<file path="src/rtl/rmt_checkpoint_manager.sv">
// rtl/rmt_checkpoint_manager.sv - circular buffer of rename-map snapshots for branch recovery
`ifndef NUM_PR
`define NUM_PR 64
`endif

module rmt_checkpoint_manager #(
  parameter int NUM_CKPT = 4,
  parameter int PR_W     = $clog2(`NUM_PR)
) (
  input  logic                          clk,
  input  logic                          reset,
  input  logic                          ext_flush,
  input  logic                          alloc_req,
  input  logic [31:0][PR_W-1:0]         alloc_snapshot,
  output logic                          alloc_ok,
  output logic [$clog2(NUM_CKPT)-1:0]   alloc_id,
  input  logic                          resolve_valid,
  input  logic [$clog2(NUM_CKPT)-1:0]   resolve_id,
  input  logic                          resolve_mispredict,
  output logic                          resolve_ready,
  output logic                          if_recall,
  output logic [31:0][PR_W-1:0]         recalled_rmt,
  output logic                          full,
  output logic                          empty,
  output logic [$clog2(NUM_CKPT):0]     count
);

  localparam int IDX_W = $clog2(NUM_CKPT);

  typedef enum logic {IDLE, RECALL} state_t;

  state_t                 state_q, state_d;
  logic [IDX_W-1:0]       head_q, tail_q;
  logic [IDX_W:0]         count_q;
  logic [NUM_CKPT-1:0]    live_q, done_q;
  logic [31:0][PR_W-1:0]  snap_mem [NUM_CKPT];
  logic [31:0][PR_W-1:0]  recall_q;

  logic                   resolve_acc, mispredict, correct;
  logic                   head_free, free_eff;
  logic [IDX_W-1:0]       keep_span;

  // Age of a slot relative to the oldest live checkpoint.
  function automatic logic [IDX_W-1:0] age_of(input int slot, input logic [IDX_W-1:0] head);
    logic [IDX_W-1:0] s;
    s = IDX_W'(slot);
    return s - head;
  endfunction

  assign full          = (count_q == (IDX_W+1)'(NUM_CKPT));
  assign empty         = (count_q == '0);
  assign count         = count_q;
  assign alloc_id      = tail_q;
  assign resolve_ready = (state_q == IDLE);
  assign if_recall     = (state_q == RECALL);
  assign recalled_rmt  = recall_q;

  assign alloc_ok = alloc_req && !full && (state_q == IDLE) &&
                    !(resolve_valid && resolve_mispredict && resolve_ready) &&
                    !ext_flush && !reset;

  assign resolve_acc = resolve_valid && resolve_ready && live_q[resolve_id] && !ext_flush;
  assign mispredict  = resolve_acc && resolve_mispredict;
  assign correct     = resolve_acc && !resolve_mispredict;
  assign head_free   = live_q[head_q] && done_q[head_q];
  // A mispredict on the head itself squashes it, so it must not also be retired.
  assign free_eff    = head_free && !(mispredict && (resolve_id == head_q));
  assign keep_span   = resolve_id - head_q;

  always_comb begin
    state_d = state_q;
    case (state_q)
      IDLE:    if (mispredict) state_d = RECALL;
      RECALL:  state_d = IDLE;
      default: state_d = IDLE;
    endcase
    if (ext_flush) state_d = IDLE;
  end

  always_ff @(posedge clk) begin
    if (reset) state_q <= IDLE;
    else       state_q <= state_d;
  end

  always_ff @(posedge clk) begin
    if (reset || ext_flush) begin
      head_q  <= '0;
      tail_q  <= '0;
      count_q <= '0;
      live_q  <= '0;
      done_q  <= '0;
    end else begin
      if (alloc_ok) begin
        live_q[tail_q] <= 1'b1;
        done_q[tail_q] <= 1'b0;
        tail_q         <= tail_q + 1'b1;
      end
      if (correct) done_q[resolve_id] <= 1'b1;
      if (free_eff) begin
        live_q[head_q] <= 1'b0;
        done_q[head_q] <= 1'b0;
        head_q         <= head_q + 1'b1;
      end
      if (mispredict) begin
        tail_q <= resolve_id;
        for (int i = 0; i < NUM_CKPT; i++) begin
          if (age_of(i, head_q) >= keep_span) begin
            live_q[i] <= 1'b0;
            done_q[i] <= 1'b0;
          end
        end
        count_q <= {1'b0, keep_span} - (IDX_W+1)'(free_eff);
      end else begin
        count_q <= count_q + (IDX_W+1)'(alloc_ok) - (IDX_W+1)'(free_eff);
      end
    end
  end

  always_ff @(posedge clk) begin
    if (alloc_ok)   snap_mem[tail_q] <= alloc_snapshot;
    if (mispredict) recall_q <= snap_mem[resolve_id];
  end

endmodule

</file>
<file path="config.mk">
export PLATFORM = sky130hd
export DESIGN_NAME = rmt_checkpoint_manager
export DESIGN_NICKNAME = d
export VERILOG_FILES = /design/src/rtl/rmt_checkpoint_manager.sv
export SDC_FILE = /design/constraint.sdc
export NUM_CORES = 1
export LEC_CHECK = 0
export CAP_MARGIN = 20
export CORE_MARGIN = 2
export CORE_UTILIZATION = 45
export CTS_BUF_LIST = sky130_fd_sc_hd__clkbuf_8
export CTS_CLUSTER_DIAMETER = 30
export DETAILED_ROUTE_END_ITERATION = 7
export HOLD_SLACK_MARGIN = 0.02
export PLACE_DENSITY = 0.63
export SETUP_SLACK_MARGIN = 0.2
export SLEW_MARGIN = 20
export SYNTH_ARGS = -nofsm -noshare
export SYNTH_HDL_FRONTEND = slang
export SYNTH_SLANG_ARGS = --single-unit
</file>
<file path="constraint.sdc">
create_clock -name clk -period 16 [get_ports clk]
set_input_delay 1.6 -clock clk [delete_from_list [all_inputs] [get_ports clk]]
set_output_delay 1.6 -clock clk [all_outputs]
set_load 0.01 [all_outputs]
</file>
[Word level (Yosys, flattened, before mapping)]
Memories as Yosys holds them, arrays and structs flattened. A register that Yosys moved wholly into a read port is not among the register bits.
Index checks and enable logic that the tools add are counted.
Cells by class
  add/subtract/negate cells: 10
  $mul: 0
  div/mod/pow operators: 0
  $lt $le $gt $ge: 10
  equal/unequal tests: 2
  shift operators: 0
  mux-type cells: 37
  bitwise logic cells: 8
  reductions and logical operators: 28
Operator list (number)
  two-way mux 4 bit: 10
  logical AND 1 bit: 18
  two-way mux 1 bit: 17
  AND 4 bit: 3
  < comparator 2 x 3 -> 1 bit, second input constant: 3
  greater-or-equal comparator 2 bit: 4
  NOT 4 bit: 2
  bitwise OR 4 bit: 2
  binary-select mux 1 bit (select 2 bit): 3
  demux 1 bit (select 2 bit): 3
  greater-or-equal comparator 2 x 1 -> 1 bit, second input constant: 3
  logical NOT 1 bit: 6
  adder 2 x 1 -> 2 bit, second input constant: 2
  two-way mux 2 bit: 2
  subtractor 1 x 2 -> 2 bit, first input constant: 2
  subtractor 2 bit, first input constant: 2
  adder 3 x 1 -> 3 bit: 1
  equality test 3 bit, second input constant: 1
  logical NOT 3 bit: 1
  two-way mux 3 bit: 1
  subtractor 2 x 1 -> 3 bit: 1
  subtractor 3 x 1 -> 3 bit: 1
  equality test 2 bit: 1
  one-hot mux 1 bit (2 select lines): 1
  other kinds (5): 5
Word-level totals
  bits in registers: 16
  bits in latches: 0
  memory bits (writable): 768
  ROM bits: 0
  word-level logic and storage cells: 102
  memories kept: 1
Memory list
  snap_mem: depth 4, bits a word 192, read ports 1, clocked after Yosys merged registers in 1, write ports 1, RTL line 36  | logic [31:0][PR_W-1:0] snap_mem [NUM_CKPT];

[Logic depth before layout (Yosys ltp)]
  depth in word-level cells: 16
  mapped depth: 15
  depth with buffers taken out: 12

[Worst setup path after synthesis]
OpenSTA, ideal clock, no wires.
  path type: input-to-reg
  start: in ext_flush
  end: mem snap_mem[1][0] (netlist name), enable pin
  arrival: 6.103 ns
  slack: 9.352 ns
  stages: 5
  path through: nor4b_4 -> and3_1 -> buf_2 -> nand2_1 -> inv_1
On the way
  cells in the longest elaborated chain, start to end: 5
RTL lines
  from (decl): RTL line 12  | input logic ext_flush,
  logical NOT 1 bit: RTL line 60  | !ext_flush && !reset;
  logical AND 1 bit: RTL line 59  | !(resolve_valid && resolve_mispredict && resolve_ready) &&
  logical AND 1 bit: RTL line 60
  named net alloc_ok: RTL line 15  | output logic alloc_ok,
  two-way mux 1 bit: RTL line 120  | if (alloc_ok) snap_mem[tail_q] <= alloc_snapshot;
  two-way mux 1 bit (implied by the code): RTL line 120
  to (decl): RTL line 36
The timed path passes the listed nets, and every way through them passes these cells.

[Worst setup path after layout]
  start: in ext_flush
  end: out alloc_ok
On the way
  cells in the longest elaborated chain, start to end: 3
RTL lines (RTL line)
  logical NOT 1 bit: 60
  logical AND 1 bit: 59
  logical AND 1 bit: 60
  to (decl): 15
Every way passes these cells.

==> flow_summary_export.csv <==
group,metric,value,unit
synth,synthMuxAreaShare,12.7,%
global_route,antenna_found_initial,8,
job,maxCapViolCount,0,
critical_path,crit_slowest_cell,"clkdlybuf4s50_1",
global_route,grt_max_degree,88,
sta,max_freq,0.194,GHz
global_route,grt_first_pass_wirelength,104000,um
critical_path,r2r-end,"snap_mem[3][167]",
critical_path,crit_family,"buffers and inverters",
global_route,grt_pass1_vias,16700,
pwr,totalPowerFinal,5.42,mW
drt,drt-vias-per-instance,5.09,
place,place_ws,10.83,ns
synth,synth_fa_ha_area_share,0.822,%
synth,synth_top_area_share,83.1,%
critical_path,path_cells,"clkdlybuf4s50_1 -> nor4b_4 -> and3_1 -> clkdlybuf4s50_1",
critical_path,cp_common_cell,"clkdlybuf4s50_1",
synth,ys_seq_area_share,84.0,%
place,dp_cells,2741,
synth,synthSimpleGateAreaFrac,0.675,%
sta,worstMarginPinSlew,1.06,ns
sta,rsz0062_at_grt,"no",
critical_path,cp-end-kind,"output port",
layout,fin_nets,2115,
worst_hold_path,min_to,"live_q[1]",
cts,clock_latency,0.79,ns
critical_path,slowest_delay,0.62,ns
cts,clock-sinks,976,
floorplanning,die_w,282,um
worst_hold_path,holdCritStartpoint,"live_q[1]",
drt,postRouteAntennaNets,0,
synth,synthFlopType,"edfxtp_1",
global_route,grt_use_met3,6.72,%
floorplanning,dieArea,79300,sq um
synth,synthXorXnorAreaFrac,0.151,%
cts,post_cts_buffers,0,
critical_path,cp-start-kind,"primary input",
floorplanning,die_h,282,um
run_status,status,"finished, final reports clean",
cts,htreeDepth,4,
sta,drv_slew,0,
synth,ys_top_cells_by_area,"edfxtp_1, mux4_2, dfxtp_1, ha_1, buf_2",
drt,drtPass1Iterations,5,
layout,syn2layout_area_growth,26.1,%
synth,yosys.area.top_type,"edfxtp_1",
floorplanning,core_area,76100,sq um
critical_path,r2r_cells,5,
layout,finish.instance_area,43700,sq um
synth,synth.avg_cell_area,25.8,sq um
critical_path,cp.arrival,3.56,ns
synth,ys.warnings.count,0,
critical_path,crit_fanout,8,
global_route,met1_usage,22.7,%
drt,routed_wl,70800,um
critical_path,worstPathRequired,14.40,ns
layout,drive_gt1_share,23.4,%
global_route,gr-usage-met2,29.0,%
floorplanning,start_util,45.6,%
synth,yosysMostFrequentCell,"edfxtp_1",
critical_path,r2r-start,"if_recall",
layout,stdcell_count,3078,
synth,synth_common_cells,"edfxtp_1, mux4_2, inv_1",
place,dpl_cell_area,39900,sq um
sta,final.setup.tns,0,ns
synth,synth_compound_area_share,0.700,%
critical_path,path_class,"primary input to output port",
critical_path,r2r_slack,12.54,ns
cts,cts_max_path_buffers,3,
sta,fin_crit_sh,32.3,%
global_route,grt_usage,17.9,%
cts,clock-root-buffer,"clkbuf_8",
sta,finalSetupViolCount,0,
synth,synth_cell_types,40,
place,dp.final_hpwl,40400,um
cts,cts-hold-fix-buffers,0,
layout,final_core_util,57.5,%
cts,cts_tree,"yes",
synth,async_reset_ff_share,0,%
floorplanning,io_pins,402,
sta,hold_slack,0.570,ns
sta,min_period,5.16,ns
critical_path,path_buf_inv,2,
cts,numCtsBuffers,180,
worst_hold_path,min_delay_path_depth,2,
synth,syn-num-nets,1563,
synth,synth_seq_cells,976,
worst_hold_path,hold_class,"flop to flop",
sta,clock_skew,0.0420,ns
synth,synth_edf_count,960,
sta,report.final.hold_viol_count,0,
cts,clkTransAtPathRegs,0.05,ns
drt,drcViolationCount,0,
pwr,leakage,14.1,nW
drt,num_vias,15700,
drt,avgRoutedWirePerCell,23.0,um
synth,synth_top_family_by_area,"multiplexers",
synth,synth_area,34700,sq um
synth,syn_inst,1342,
floorplanning,rows,101,
cts,postCtsResizedCells,0,
pwr,p_per_area,124,nW/um^2
global_route,grt-ovfl-total,0,
global_route,grt_busiest_layer,"met2",
sta,max_slew_margin,29.5,%
place,place_congestion,0.821,
sta,worst_slack,10.84,ns
pwr,peakVddDrop,0.0000709,V
place,port_buffers,401,
drt,drt_iter0_markers,1119,
routing by layer:
metal / wire length, um / part of all wire [%]
met2: 35500 / 50
met4: 1170 / 1.7
met1: 28600 / 40
met3: 5490 / 7.8
met5: 85 / 0.12
placed cells by master, fill, tap and decap left out, types with 5 or more instances in the layout:
cell,netlist,layout
clkdlybuf4s50_1,0,399
ha_1,18,18
a21oi_1,9,9
clkinv_2,0,18
inv_8,0,7
mux4_2,195,195
bufinv_16,0,19
nor2_1,5,5
clkinv_1,0,37
edfxtp_1,960,960
clkbuf_8,0,187
inv_1,24,68
buf_4,3,16
nand2_1,9,9
dfxtp_1,16,16
clkinvlp_4,0,12
cells by family after synthesis:
| family | Yosys count |
|---|---|
| xor gates and xnor gates | 6 |
| muxes | 197 |
| buffers and inverters | 73 |
| adders and majority gates | 21 |
| AOI/OAI and AO/OA | 33 |
| and+or+nand+nor | 36 |
| DFF | 976 |
layout make-up:
| type | instances | area [sq um] |
|---|---|---|
| diodes | 3 | 7.51 |
| clock buffers | 186 | 2560 |
| clock inverters | 147 | 1210 |
| fillers | 5628 | 32300 |
| inverters | 25 | 131 |
| multi-input cells | 293 | 5230 |
| flip-flops and latches | 976 | 29100 |
| well taps | 1030 | 1290 |
| repair buffers | 418 | 4160 |
flip-flops by register name (all words and copies together), names as in the netlist:
signal,cells
alloc_id,2
count,3
done_q,4
head_q,2
if_recall,1
live_q,4
recalled_rmt,192
snap_mem,768
how the worst max path moves through the flow:
stage	startpoint	to	slack [ns]	depth (start not counted)
after floorplan	ext_flush	snap_mem[1][0]	9.35	5
after global placement	ext_flush	snap_mem[3][145]	10.89	6
after detailed placement	ext_flush	snap_mem[1][146]	10.83	6
after CTS	ext_flush	alloc_ok	10.85	4
after global routing	ext_flush	alloc_ok	10.76	4
final	ext_flush	alloc_ok	10.84	4
tightest hold or removal path: stages (launching register included):
cell and delay [ns]:
dfxtp_1 0.37, inv_1 0.08, a221oi_1 0.07
power breakdown:
part	switching (mW)	leakage [nW]	internal, mW
clock	1.02	2.06	1.40
combinational	0.0755	3.29	0.0941
sequential	0.00335	8.78	2.83
(Power assumes the default switching activity.)
==> variant 1 (same settings) <==
Set the parameter `NUM_CKPT` to 2 (it was 4).
--- a/src/rtl/rmt_checkpoint_manager.sv
+++ b/src/rtl/rmt_checkpoint_manager.sv
@@ -4,7 +4,7 @@
 `endif
 
 module rmt_checkpoint_manager #(
-  parameter int NUM_CKPT = 4,
+  parameter int NUM_CKPT = 2,
   parameter int PR_W     = $clog2(`NUM_PR)
 ) (
   input  logic                          clk,
Ports: changed (resized alloc_id, count and resolve_id); port bits go from 402 to 399. The function was not compared with the original's and may differ.
==> variant 1 against the original RTL <==
Worst setup slack gained 31 ps; wire length shrank 42%; total power shrank 37%; combinational power shrank 36%; global-route usage shrank 0.51 points; sequential cell count shrank 391; via count shrank 37%; count of clock-buffer cells in the layout shrank 68; non-clock buffer count shrank 14; synthesized area shrank 42%; final cell count shrank 33%; design area shrank 37%.
==> variant 1: results (changes against the original RTL) <==
Worst Clk Skew -> 19.5 ps (-22.6 ps)
Hold Crit Start -> done_q[0]$_SDFF_PP0_
Final worst-path cycle share -> 32.1% (-0.19 points)
Grt met1 use -> 21.6% (-1.1 points)
Xor/xnor share of the synthesized area -> 0.118% (-0.034 points)
Critical Path AT -> 3530 ps (-30 ps)
Pin count of the biggest net entering global routing -> 133 (+51%)
# fillers -> 3132 (-44%)
Final Wtd Congestion -> 0.790 (-3.8%)
Max reg flops -> 384 (-50%)
Setup slack at placement -> 10910 ps (+76.0 ps)
Metal-1 WL -> 16.6 mm (-42%)
Max VDD drop -> 0.0896 mV (+26%)
H-tree depth -> 3 (-1)
Vias per cell -> 4.83 (-5.1%)
Pleak -> 9.14 nW (-35%)
Hold slack -> 502 ps (-67.6 ps)
Post-Synth Adder-Cell Area -> 0.310% (-0.51 points)
CTS buffer count -> 117 (-35%)
Port-buffer cells -> 398 (-0.75%)
Slew HR -> 26.4% (-3.1 points)
Dpl cells -> 1834 (-33%)
DRT iter0 DRCs -> 532 (-52%)
Cells after Synth -> 861 (-36%)
Cell variety after synth -> 33 (-18%)
Outcome -> finished clean
Met3 usage -> 7.74% (+1.0 points)
Top post-synthesis cells by area -> edfxtp_1, mux2_2, dfxtp_1
Via Count -> 9931 (-37%)
[variant 1: changes by cell type after synthesis, moves of 8 or more]
cell / change
ha_1: -13
nand2_1: -8
buf_1: -16
inv_1: -14
mux4_2: -195
mux2_2: +193
edfxtp_1: -384
[variant 1: critical path, delay by kind of cell]
kind	cells	cell delay [ps]
buffers and inverters	2	1090
AND/OR/NAND/NOR	2	830
[variant 1: cell type report]
class / instances / area (sq um) / area share [%]
clock inverters: 99 / 922 / 3.36
diodes: 4 / 10.0 / 0.0365
inverters: 10 / 52.6 / 0.191
well taps: 592 / 741 / 2.70
flip-flops and latches: 585 / 17500 / 63.7
repair buffers: 404 / 4050 / 14.7
multi-input cells: 243 / 2570 / 9.37
clock buffers: 118 / 1620 / 5.92
[variant 1: where the power goes]
group / internal (mW) / switching, mW / total, mW
Sequential: 1.70 / 0.00302 / 1.70
Combinational: 0.0664 / 0.0415 / 0.108
Clock: 0.983 / 0.626 / 1.61
==> variant 2 (same flow settings) <==
Made on the original files. Put one more register stage on the output `recalled_rmt`, cleared by the reset. The value now appears one clock later. The other outputs are not delayed to match.
--- a/src/rtl/rmt_checkpoint_manager.sv
+++ b/src/rtl/rmt_checkpoint_manager.sv
@@ -53,7 +53,13 @@
   assign alloc_id      = tail_q;
   assign resolve_ready = (state_q == IDLE);
   assign if_recall     = (state_q == RECALL);
-  assign recalled_rmt  = recall_q;
+  always_ff @(posedge clk) begin
+    if (reset) begin
+      recalled_rmt <= '0;
+    end else begin
+      recalled_rmt <= recall_q;
+    end
+  end
 
   assign alloc_ok = alloc_req && !full && (state_q == IDLE) &&
                     !(resolve_valid && resolve_mispredict && resolve_ready) &&
Formal check against the unedited RTL: not equivalent (a bounded check fails within 4 cycles, from zero or initial values and one cycle with reset high).
==> variant 2 against the original RTL <==
Global-route usage increased by 0.20 points; synthesized area increased by 15%; total power increased by 18%; wire length increased by 15%; first-iteration DRC count increased by 15%; sequential share of layout area decreased by 0.25 points; worst setup slack got worse by 120 ps; design area increased by 14%; sequential cell count increased by 192; fmax decreased by 2.4%; critical path type unchanged.
==> variant 2: results (changes against the original RTL) <==
Outcome -> finished clean
Setup Fix Bufs, Post-CTS -> 0 (unchanged)
Wirelength, routed -> 81.8 mm (+15%)
WHS Path Cells -> 1 (-1)
All-Layer GR Usage -> 18.1% (+0.20 points)
Max VDD drop -> 0.0730 mV (+3.0%)
Synth warn -> 0 (unchanged)
Met3 usage -> 6.00% (-0.72 points)
Largest registers -> snap_mem (768), recall_q (192), recalled_rmt (192)
Global Route met2 Usage -> 29.2% (+0.20 points)
Seq/Total Area, Yosys -> 82.9% (-1.2 points)
Grt met1 use -> 23.2% (+0.52 points)
CTS buffer count -> 212 (+18%)
Initial antenna violation count -> 26 (+18)
CTS root buffer -> clkbuf_8
Synth cell count leaders -> edfxtp_1, dfxtp_1, mux4_2, nor2b_1, clkbuf_1
First-pass GRT wire length -> 121 mm (+16%)
Vias in the first global route -> 19700 (+18%)
Syn_nets -> 1968 (+26%)
Top post-synthesis cells by area -> edfxtp_1, mux4_2, dfxtp_1
R2R depth -> 6 (+1)
RR Endpoint -> snap_mem[3][45]$_DFFE_PP_
Setup slack at placement -> 9900 ps (-926 ps)
Pleak -> 16.6 nW (+17%)
Placed Area -> 45200 sq um (+13%)
DRT iter0 DRCs -> 1292 (+15%)
Worst Clk Skew -> 43.5 ps (+1.46 ps)
Vias per cell -> 4.99 (-2.1%)
R2r setup slk -> 11650 ps (-890 ps)
Cell variety after synth -> 41 (+2.5%)
Layout cells sized above 1 -> 22.5% (-0.86 points)
Final Wtd Congestion -> 0.764 (-7.0%)
Crit Path Max Fanout -> 8 (unchanged)
Dpl hpwl -> 44.9 mm (+11%)
Worst Max-Slew Pin Slew -> 1050 ps (-4.51 ps)
Hold Crit Start -> recall_q[183]$_DFFE_PP_
Worst-case hold path end point -> recalled_rmt[183]$_SDFF_PP0_
Clk Latency, worst-skew pair -> 840 ps (+50 ps)
Final nets -> 2530 (+20%)
# fillers -> 6568 (+17%)
Pin count of the biggest net entering global routing -> 103 (+17%)
## variant 2: worst max-delay path by stage
stage                                endpoint  slack, ps  cells after the start       from
global placement    snap_mem[3][78]$_DFFE_PP_       9990                      7  ext_flush
detailed placement  snap_mem[1][47]$_DFFE_PP_       9900                      7  ext_flush
CTS                                  alloc_ok      10780                      4  ext_flush
finish                               alloc_ok      10710                      4  ext_flush
floorplan            snap_mem[1][0]$_DFFE_PP_       9350                      5  ext_flush
global route        snap_mem[3][45]$_DFFE_PP_      10580                      7  ext_flush
## variant 2: area by class of cell
class	instances	area (sq um)	share of cell area, %
antenna	7	17.5	0.0352
clock buffer	234	3220	6.48
clock inverter	172	1290	2.60
inverter	25	131	0.264
multi-input combinational	485	6430	12.9
sequential	1168	33000	66.4
tap	1165	1460	2.93
timing repair buffer	417	4160	8.37
## variant 2: power breakdown
group          internal [mW]  leakage [nW]  switching (mW)  total [mW]
clock                   1.61          2.52            1.24        2.86
combinational          0.118          3.65           0.103       0.221
sequential              3.32          10.4         0.00862        3.33
## variant 2: cells by family (layout without fill, tap and decap cells)
group                    Yosys count  after routing  share of synthesized area [%]
flip-flops                      1168           1168                           82.9
AND/OR/NAND/NOR                  228            228                           3.60
multiplexers                     197            197                           11.1
buffers and inverters             94            848                          0.984
AO/OA/AOI/OAI                     33             33                          0.610
adder cells (fa/ha/maj)           21             21                          0.717
XOR/XNOR                           6              6                          0.132
other                              0              7                              0
## variant 2: worst register-to-register path, cell delays in order, from the launching register on
cell	delay (ps)
dfxtp_1	370
nor4b_4	410
and3_1	520
nand2_1	280
inv_8	540
buf_4	960
buf_4	800
## variant 2: per-stage QoR
stage,instances,hold slack (ps),power [mW]
global placement,3260,437,3.61
global route,3671,460,6.64
floorplan,1747,429,3.49
detailed placement,3260,437,3.62
CTS,3666,428,6.49
finish,3673,426,6.41
## variant 2: layer usage
| layer | up-vias | part of all wire (%) |
|---|---|---|
| li1 | 8143 | - |
| met1 | 9454 | 41 |
| met2 | 528 | 50 |
| met3 | 154 | 7.0 |
| met4 | 36 | 2.0 |
| met5 | - | 0.28 |
